$ cat config.mk
export PLATFORM = sky130hd
export DESIGN_NAME = tdm4_demux_rx_flat
export DESIGN_NICKNAME = d
export VERILOG_FILES = /design/src/rtl/tdm4_demux_rx_if.sv /design/src/rtl/tdm4_demux_rx.sv /design/src/flat_wrapper.sv
export SDC_FILE = /design/constraint.sdc
export NUM_CORES = 1
export LEC_CHECK = 0
export ABC_AREA = 1
export CORE_UTILIZATION = 52
export CTS_BUF_LIST = sky130_fd_sc_hd__clkbuf_8
export CTS_CLUSTER_SIZE = 24
export DETAILED_ROUTE_END_ITERATION = 8
export PLACE_DENSITY = 0.81
export SYNTH_ARGS = -nofsm -noshare
export SYNTH_HDL_FRONTEND = slang
export SYNTH_SLANG_ARGS = --single-unit
$ cat constraint.sdc
create_clock -name clk -period 1.6 [get_ports clk]
set_input_delay 0.32 -clock clk [delete_from_list [all_inputs] [get_ports clk]]
set_output_delay 0.32 -clock clk [all_outputs]
set_load 0.03 [all_outputs]
$ cat src/rtl/tdm4_demux_rx_if.sv
// tdm4_demux_rx_if
// Bundles the TDM receive bus and the recovered-frame outputs of tdm4_demux_rx.
//   din, din_valid, sync          : shared TDM stream, driven by the source (master)
//   Y0..Y3                        : last complete frame, channels 0..3
//   frame_valid                   : one-cycle pulse when Y0..Y3 update
//   locked, slot                  : lock state and next expected slot index
//   sync_err                      : one-cycle pulse on a framing violation
// The demux itself connects through the slave modport.
interface tdm4_demux_rx_if #(
  parameter int WIDTH = 3
);
  logic [WIDTH-1:0] din;
  logic             din_valid;
  logic             sync;
  logic [WIDTH-1:0] Y0;
  logic [WIDTH-1:0] Y1;
  logic [WIDTH-1:0] Y2;
  logic [WIDTH-1:0] Y3;
  logic             frame_valid;
  logic             locked;
  logic [1:0]       slot;
  logic             sync_err;

  modport master (
    output din, din_valid, sync,
    input  Y0, Y1, Y2, Y3, frame_valid, locked, slot, sync_err
  );

  modport slave (
    input  din, din_valid, sync,
    output Y0, Y1, Y2, Y3, frame_valid, locked, slot, sync_err
  );
endinterface

$ cat src/rtl/tdm4_demux_rx.sv
// tdm4_demux_rx
// Recovers four parallel channels from a 4-slot TDM stream. Slot 0 is marked
// by sync. A two-state lock FSM plus a 2-bit slot counter track the position;
// slots 0..2 are held in shadow registers and all four outputs are loaded
// together on the slot-3 beat, so a partially received frame is never visible.
// Ports:
//   clk  : clock, rising edge
//   rst  : asynchronous, active-high reset
//   bus  : tdm4_demux_rx_if.slave (din/din_valid/sync in; Y0..Y3,
//          frame_valid, locked, slot, sync_err out, all registered)
module tdm4_demux_rx #(
  parameter int WIDTH = 3
) (
  input logic            clk,
  input logic            rst,
  tdm4_demux_rx_if.slave bus
);

  typedef enum logic {
    HUNT = 1'b0,
    LOCK = 1'b1
  } state_t;

  state_t           state_reg;
  logic [1:0]       slot_reg;
  logic [WIDTH-1:0] s_reg [0:2];
  logic [WIDTH-1:0] y_reg [0:3];
  logic             frame_valid_reg;
  logic             sync_err_reg;

  always_ff @(posedge clk or posedge rst) begin
    if (rst) begin
      state_reg       <= HUNT;
      slot_reg        <= 2'd0;
      frame_valid_reg <= 1'b0;
      sync_err_reg    <= 1'b0;
      for (int i = 0; i < 3; i++) s_reg[i] <= '0;
      for (int i = 0; i < 4; i++) y_reg[i] <= '0;
    end else begin
      // Pulses last one cycle; they are re-asserted only by a triggering beat.
      frame_valid_reg <= 1'b0;
      sync_err_reg    <= 1'b0;
      if (bus.din_valid) begin
        case (state_reg)
          HUNT: begin
            // Non-sync beats are simply ignored while hunting.
            if (bus.sync) begin
              s_reg[0]  <= bus.din;
              slot_reg  <= 2'd1;
              state_reg <= LOCK;
            end
          end
          LOCK: begin
            if (bus.sync) begin
              // Sync at slot 0 is the expected start; anywhere else it is an
              // early sync that drops the partial frame and restarts at slot 0.
              if (slot_reg != 2'd0) sync_err_reg <= 1'b1;
              s_reg[0] <= bus.din;
              slot_reg <= 2'd1;
            end else if (slot_reg == 2'd0) begin
              // Missing sync where one was due: lose lock and discard the beat.
              sync_err_reg <= 1'b1;
              slot_reg     <= 2'd0;
              state_reg    <= HUNT;
            end else if (slot_reg == 2'd3) begin
              y_reg[0]        <= s_reg[0];
              y_reg[1]        <= s_reg[1];
              y_reg[2]        <= s_reg[2];
              y_reg[3]        <= bus.din;
              frame_valid_reg <= 1'b1;
              slot_reg        <= 2'd0;
            end else begin
              if (slot_reg == 2'd1) s_reg[1] <= bus.din;
              else                  s_reg[2] <= bus.din;
              slot_reg <= slot_reg + 2'd1;
            end
          end
          default: begin
            state_reg <= HUNT;
            slot_reg  <= 2'd0;
          end
        endcase
      end
    end
  end

  assign bus.Y0          = y_reg[0];
  assign bus.Y1          = y_reg[1];
  assign bus.Y2          = y_reg[2];
  assign bus.Y3          = y_reg[3];
  assign bus.frame_valid = frame_valid_reg;
  assign bus.sync_err    = sync_err_reg;
  assign bus.locked      = (state_reg == LOCK);
  assign bus.slot        = slot_reg;

endmodule
$ cat src/flat_wrapper.sv
// flat-port wrapper written by rule: the top's interface ports become plain ports
module tdm4_demux_rx_flat 
#(
  parameter int WIDTH = 3
)
  (clk, rst, bus_din, bus_din_valid, bus_sync, bus_Y0, bus_Y1, bus_Y2, bus_Y3, bus_frame_valid, bus_locked, bus_slot, bus_sync_err);
  tdm4_demux_rx_if #(.WIDTH(WIDTH)) bus_i ();
  input logic clk;
  input logic rst;
  input wire logic [$bits(bus_i.din)-1:0] bus_din;
  input wire logic [$bits(bus_i.din_valid)-1:0] bus_din_valid;
  input wire logic [$bits(bus_i.sync)-1:0] bus_sync;
  output wire logic [$bits(bus_i.Y0)-1:0] bus_Y0;
  output wire logic [$bits(bus_i.Y1)-1:0] bus_Y1;
  output wire logic [$bits(bus_i.Y2)-1:0] bus_Y2;
  output wire logic [$bits(bus_i.Y3)-1:0] bus_Y3;
  output wire logic [$bits(bus_i.frame_valid)-1:0] bus_frame_valid;
  output wire logic [$bits(bus_i.locked)-1:0] bus_locked;
  output wire logic [$bits(bus_i.slot)-1:0] bus_slot;
  output wire logic [$bits(bus_i.sync_err)-1:0] bus_sync_err;
  assign bus_i.din = bus_din;
  assign bus_i.din_valid = bus_din_valid;
  assign bus_i.sync = bus_sync;
  assign bus_Y0 = bus_i.Y0;
  assign bus_Y1 = bus_i.Y1;
  assign bus_Y2 = bus_i.Y2;
  assign bus_Y3 = bus_i.Y3;
  assign bus_frame_valid = bus_i.frame_valid;
  assign bus_locked = bus_i.locked;
  assign bus_slot = bus_i.slot;
  assign bus_sync_err = bus_i.sync_err;
  tdm4_demux_rx #(.WIDTH(WIDTH)) u_core (.clk(clk), .rst(rst), .bus(bus_i));
endmodule
# --- After elaboration in Yosys (flattened, before gate mapping) ---
# Cells that the tools add are included.
classes:
  bitwise_logic: 5
  n_reduce_logical: 7
  add_sub_neg: 1
  eq_ne: 3
  mux: 20
op_table:
  columns: ["cell", "count"]
  rows:
  - ["1-bit 2-to-1 mux", 13]
  - ["6-bit AND reduction", 2]
  - ["2-bit 2-to-1 mux", 4]
  - ["1-bit inverter", 5]
  - ["5-bit AND reduction", 1]
  - ["2-bit case mux with 2 select lines", 1]
  - ["2-bit AND reduction", 2]
  - ["3-bit 2-to-1 mux", 1]
  - ["2-bit by 1-bit adder with 2-bit output, second input constant", 1]
  - ["2-bit by 1-bit == test with 1-bit output, second input constant", 1]
  - ["2-bit == test, second input constant", 1]
  - ["2-bit zero test", 1]
  - ["2-bit inequality test, second input constant", 1]
  - ["1-bit case mux with 2 select lines", 1]
  - ["2-bit nonzero test", 1]
word_totals:
  elab_cells: 47
  out_inout_bits: 17
  inputBits: 7
  regBits: 26

# --- Depth between registers and ports, before layout ---
# Gate-level depths: netlist (run 1).
depth:
  word_depth: 6
  depth_mapped: 10
  mapped_depth_nobuf: 9

# --- Least setup slack after synthesis (run 1) ---
# Ideal clock, no wire load.
synth_timing:
  path_kind: "register to register"
  startpoint: "register u_core.slot_reg[0], in the netlist u_core.bus.slot[0]"
  endpoint: "register u_core.y_reg (netlist bit u_core.bus.Y0[0])"
  setup_slack_ns: -0.111
  stages_incl_launch_ff: 11
  required_ns: 1.482
  setup_time_ns: 0.118
  synth_period_minus_slack_ns: 1.711
  path_buffers: 1
  arrival_time_ns: 1.593
  path_cell_list: "dfrtp_1 -> inv_1 -> ha_1 -> inv_1 -> ha_1 -> inv_1 -> nor2_8 -> nand2_4 -> buf_6 -> nand2_1 -> nand2_1"
synth_between:
  elab_chain_cells: 3
  elab_cells_between_ends: 4
  cone_classes: "eq/ne (1); bitwise (1); reduce/logical (2)"
synth_rtl:
  columns: ["item", "line", "text"]
  rows:
  - ["start: declaration", "tdm4_demux_rx.sv:25", "logic [1:0] slot_reg;"]
  - ["start signal: assignment", "tdm4_demux_rx.sv:75", "slot_reg <= slot_reg + 2'd1;"]
  - ["2-bit zero test", "tdm4_demux_rx.sv:60", "end else if (slot_reg == 2'd0) begin"]
  - ["1-bit inverter (no source line)", null, null]
  - ["5-bit AND reduction (no source line) (*)", null, null]
  - ["end: declaration", "tdm4_demux_rx.sv:27", "logic [WIDTH-1:0] y_reg [0:3];"]
# Mark *: on every way between the ends. The rest lies on a longest branch, timed or not.
# A chain may end at the register's enable or synchronous reset.

# --- Final worst setup path (run 1) ---
layout_timing:
  startpoint: "register u_core.slot_reg[0], in the netlist u_core.bus.slot[0]"
  endpoint: "register u_core.y_reg (netlist bit u_core.bus.Y1[1])"
# Same word-level chain as after synthesis.

==> results of run 1 <==
Yosys cell counts (all sizes together):
cell / instances / area, sq um
clkbuf: 2 / 7.51
dfrtp: 26 / 651
buf: 2 / 22.5
nand2: 53 / 214
ha: 7 / 87.6
nand3: 21 / 105
o21ai: 1 / 5.00
inv: 9 / 33.8
nor3: 1 / 5.00
nor3b: 1 / 7.51
nor2: 7 / 42.5
path summary, 6_finish.rpt:
kind	start	slack [ns]	endpoint
setup / recovery	u_core.bus.slot[0]	0.08	u_core.bus.Y1[1]
hold / removal	rst	0.40	u_core.bus.Y0[2]
setup reg to reg	u_core.bus.slot[0]	0.08	u_core.bus.Y1[1]
hold reg to reg	u_core.bus.Y3[0]	0.47	u_core.bus.Y3[0]
max in group asynchronous	rst	0.95	u_core.bus.slot[1]
min in group clk	u_core.bus.Y3[0]	0.47	u_core.bus.Y3[0]
report_power, final:
group	switching, mW	total (mW)	internal [mW]
Clock	0.199	0.419	0.220
Sequential	0.142	1.02	0.881
Combinational	0.661	0.992	0.331
Total	1.00	2.43	1.43
cell usage in the layout, fill, tap and decap left out:
cell / netlist / layout
buf_4: 0 / 9
dfrtp_1: 26 / 24
dlymetal6s2s_1: 0 / 1
nor2_4: 0 / 1
clkdlybuf4s50_1: 0 / 6
nor2_1: 6 / 6
nand3_1: 21 / 21
inv_2: 0 / 1
nor2_8: 1 / 1
nand2_4: 2 / 2
o21ai_0: 1 / 1
nor3b_1: 1 / 1
dlygate4sd2_1: 0 / 16
nand2_1: 51 / 51
dfrtp_2: 0 / 2
inv_1: 9 / 8
nor3_1: 1 / 1
ha_1: 7 / 7
clkbuf_8: 0 / 4
final cells by class:
cell class / instances / area, sq um
Inverter: 9 / 33.8
Fill cell: 161 / 508
Multi-Input combinational cell: 92 / 478
Timing Repair Buffer: 32 / 280
Sequential cell: 26 / 653
Clock buffer: 4 / 55.1
Tap cell: 27 / 33.8
worst max-delay path: cells and delay by family, from the launching register on:
family | cells | cell delay (ns)
AND/OR/NAND/NOR | 4 | 0.42
adder cells (fa/ha/maj) | 2 | 0.34
buffers and inverters | 3 | 0.22
flip-flops | 1 | 0.42
kinds of logic after synthesis:
family                     after synthesis  share of synthesized area [%]
and+or+nand+nor                         83                           31.7
AOI/OAI and AO/OA                        1                          0.423
DFF                                     26                           55.1
buffers and inverters                   13                           5.40
adders and majority gates                7                           7.41
metal layers:
metal	up-vias	routed length [microns]	GRT usage (%)
met1	482	980	23.0
met3	5	106	2.16
met5	-	0	0
met4	0	36	8.10
li1	474	-	-
met2	32	1330	39.2
per-stage QoR:
stage                     hold WS (ns)  utilization (%)  setup WS [ns]
after detailed placement         0.460             71.3         -0.117
after CTS                        0.411             73.0        0.00811
after global routing             0.426             75.1       -0.00248
after global placement           0.456             71.3        -0.0473
final                            0.396             75.1         0.0798
after floorplan                  0.360                -         0.0161
what timing repair did:
action,4_1_cts,5_1_grt
setup buffers,0,4
setup endpoints to repair,18,16
gates resized for setup,16,2
pin swaps,1,1
cloned,0,1
==> metrics, run 1 <==
outcome=finished, final reports clean; initial antenna violation count=0; via/cell ratio=5.23; core box area=0.00204 sq mm; Clock Sink Count=26; Buffers on Ports=23; first-pass GRT wire length=slightly below 4000 microns; Tot Pwr=2.43 mW; Mapped Nets=144; clk buf depth=2; std cell rows=16; total track usage=about a fifth; post-synthesis sequential area ratio=55.1%; WS Path Type=reg2reg; Die H=49.7 microns; period utilization=a little over nine tenths; #FFs+latches synth=26; crit path max fanout=12; First DRT Iteration DRCs=29; Tmin final=1.52 ns; setup violators final=0; Slowest Stage Delay on Critical Path=~0.42 ns; Pwr Density=between 1500 and 2000 mW/mm^2; CP required=approximately 1.8 ns; clock skew=~0.0032 ns; final slew viol count=0; number of routed nets with antenna violations=0; number of diodes=0; clock transition at the registers of the reported paths=0.09 ns; Peak VDD IR=1.05 mV; Max-Cap Viols=0; Rel. slew slack=79.1%; Ys Warns=0; leakage=0.898 nW; die footprint=~0.0025 sq mm; Hold Fails Final Rpt=0; CP Capture Type=register; post-route setup TNS=0 ns; Mapped Cells=130; DRT Wirelength=2450 microns; pin count of the biggest net entering global routing=27; CTS buffer count=3; cells on worst reg2reg path=9; cell area after synthesis=0.00118 sq mm; Root Buffer=clkbuf_8; via count=993; Ports=24; H-Tree Depth=1; worst hold path class=in2async; CP Cell Sequence=inv_1, ha_1, inv_1, ha_1, inv_2, nor2_8, nand2_4, nand2_1, nand2_1; dpl hpwl=approximately 1700 microns; crit path launch type=register; # hold bufs at CTS=0; Worst Tran Pin Value=0.312 ns; WP data arrival=1.69 ns; Slowest-stage cell, CP=dfrtp_2; DRT Pass-1 Iters=4; fmax=658 MHz; chip width=49.7 microns; Placed Instances=181; Avg Inst Size Synth=9.09 sq um; Starting Density=57.8%; fin area=0.00153 sq mm; Post-Layout Cell Count=190; Worst-Skew Late Latency=0.27 ns; share of cells above drive strength 1=about an eighth; gpl congestion=0.740; Final nets=178; # DRC=0; CTS tree=done; Routed wire per std cell=between 10 and 15 microns; gr ovfl total=0; placed instance area=0.00146 sq mm; vias in the first global route=937; Synth cell types=13; area delta synth->final=29.9%; max reg flops=9
Note: power is estimated with default switching activity, not from simulation.
==> run 2: changes to the inputs <==
Settings changed: CTS_CLUSTER_SIZE 24 to 10.
==> results of run 2 <==
No change in the layout: final DEF, timing and power equal those of run 1.
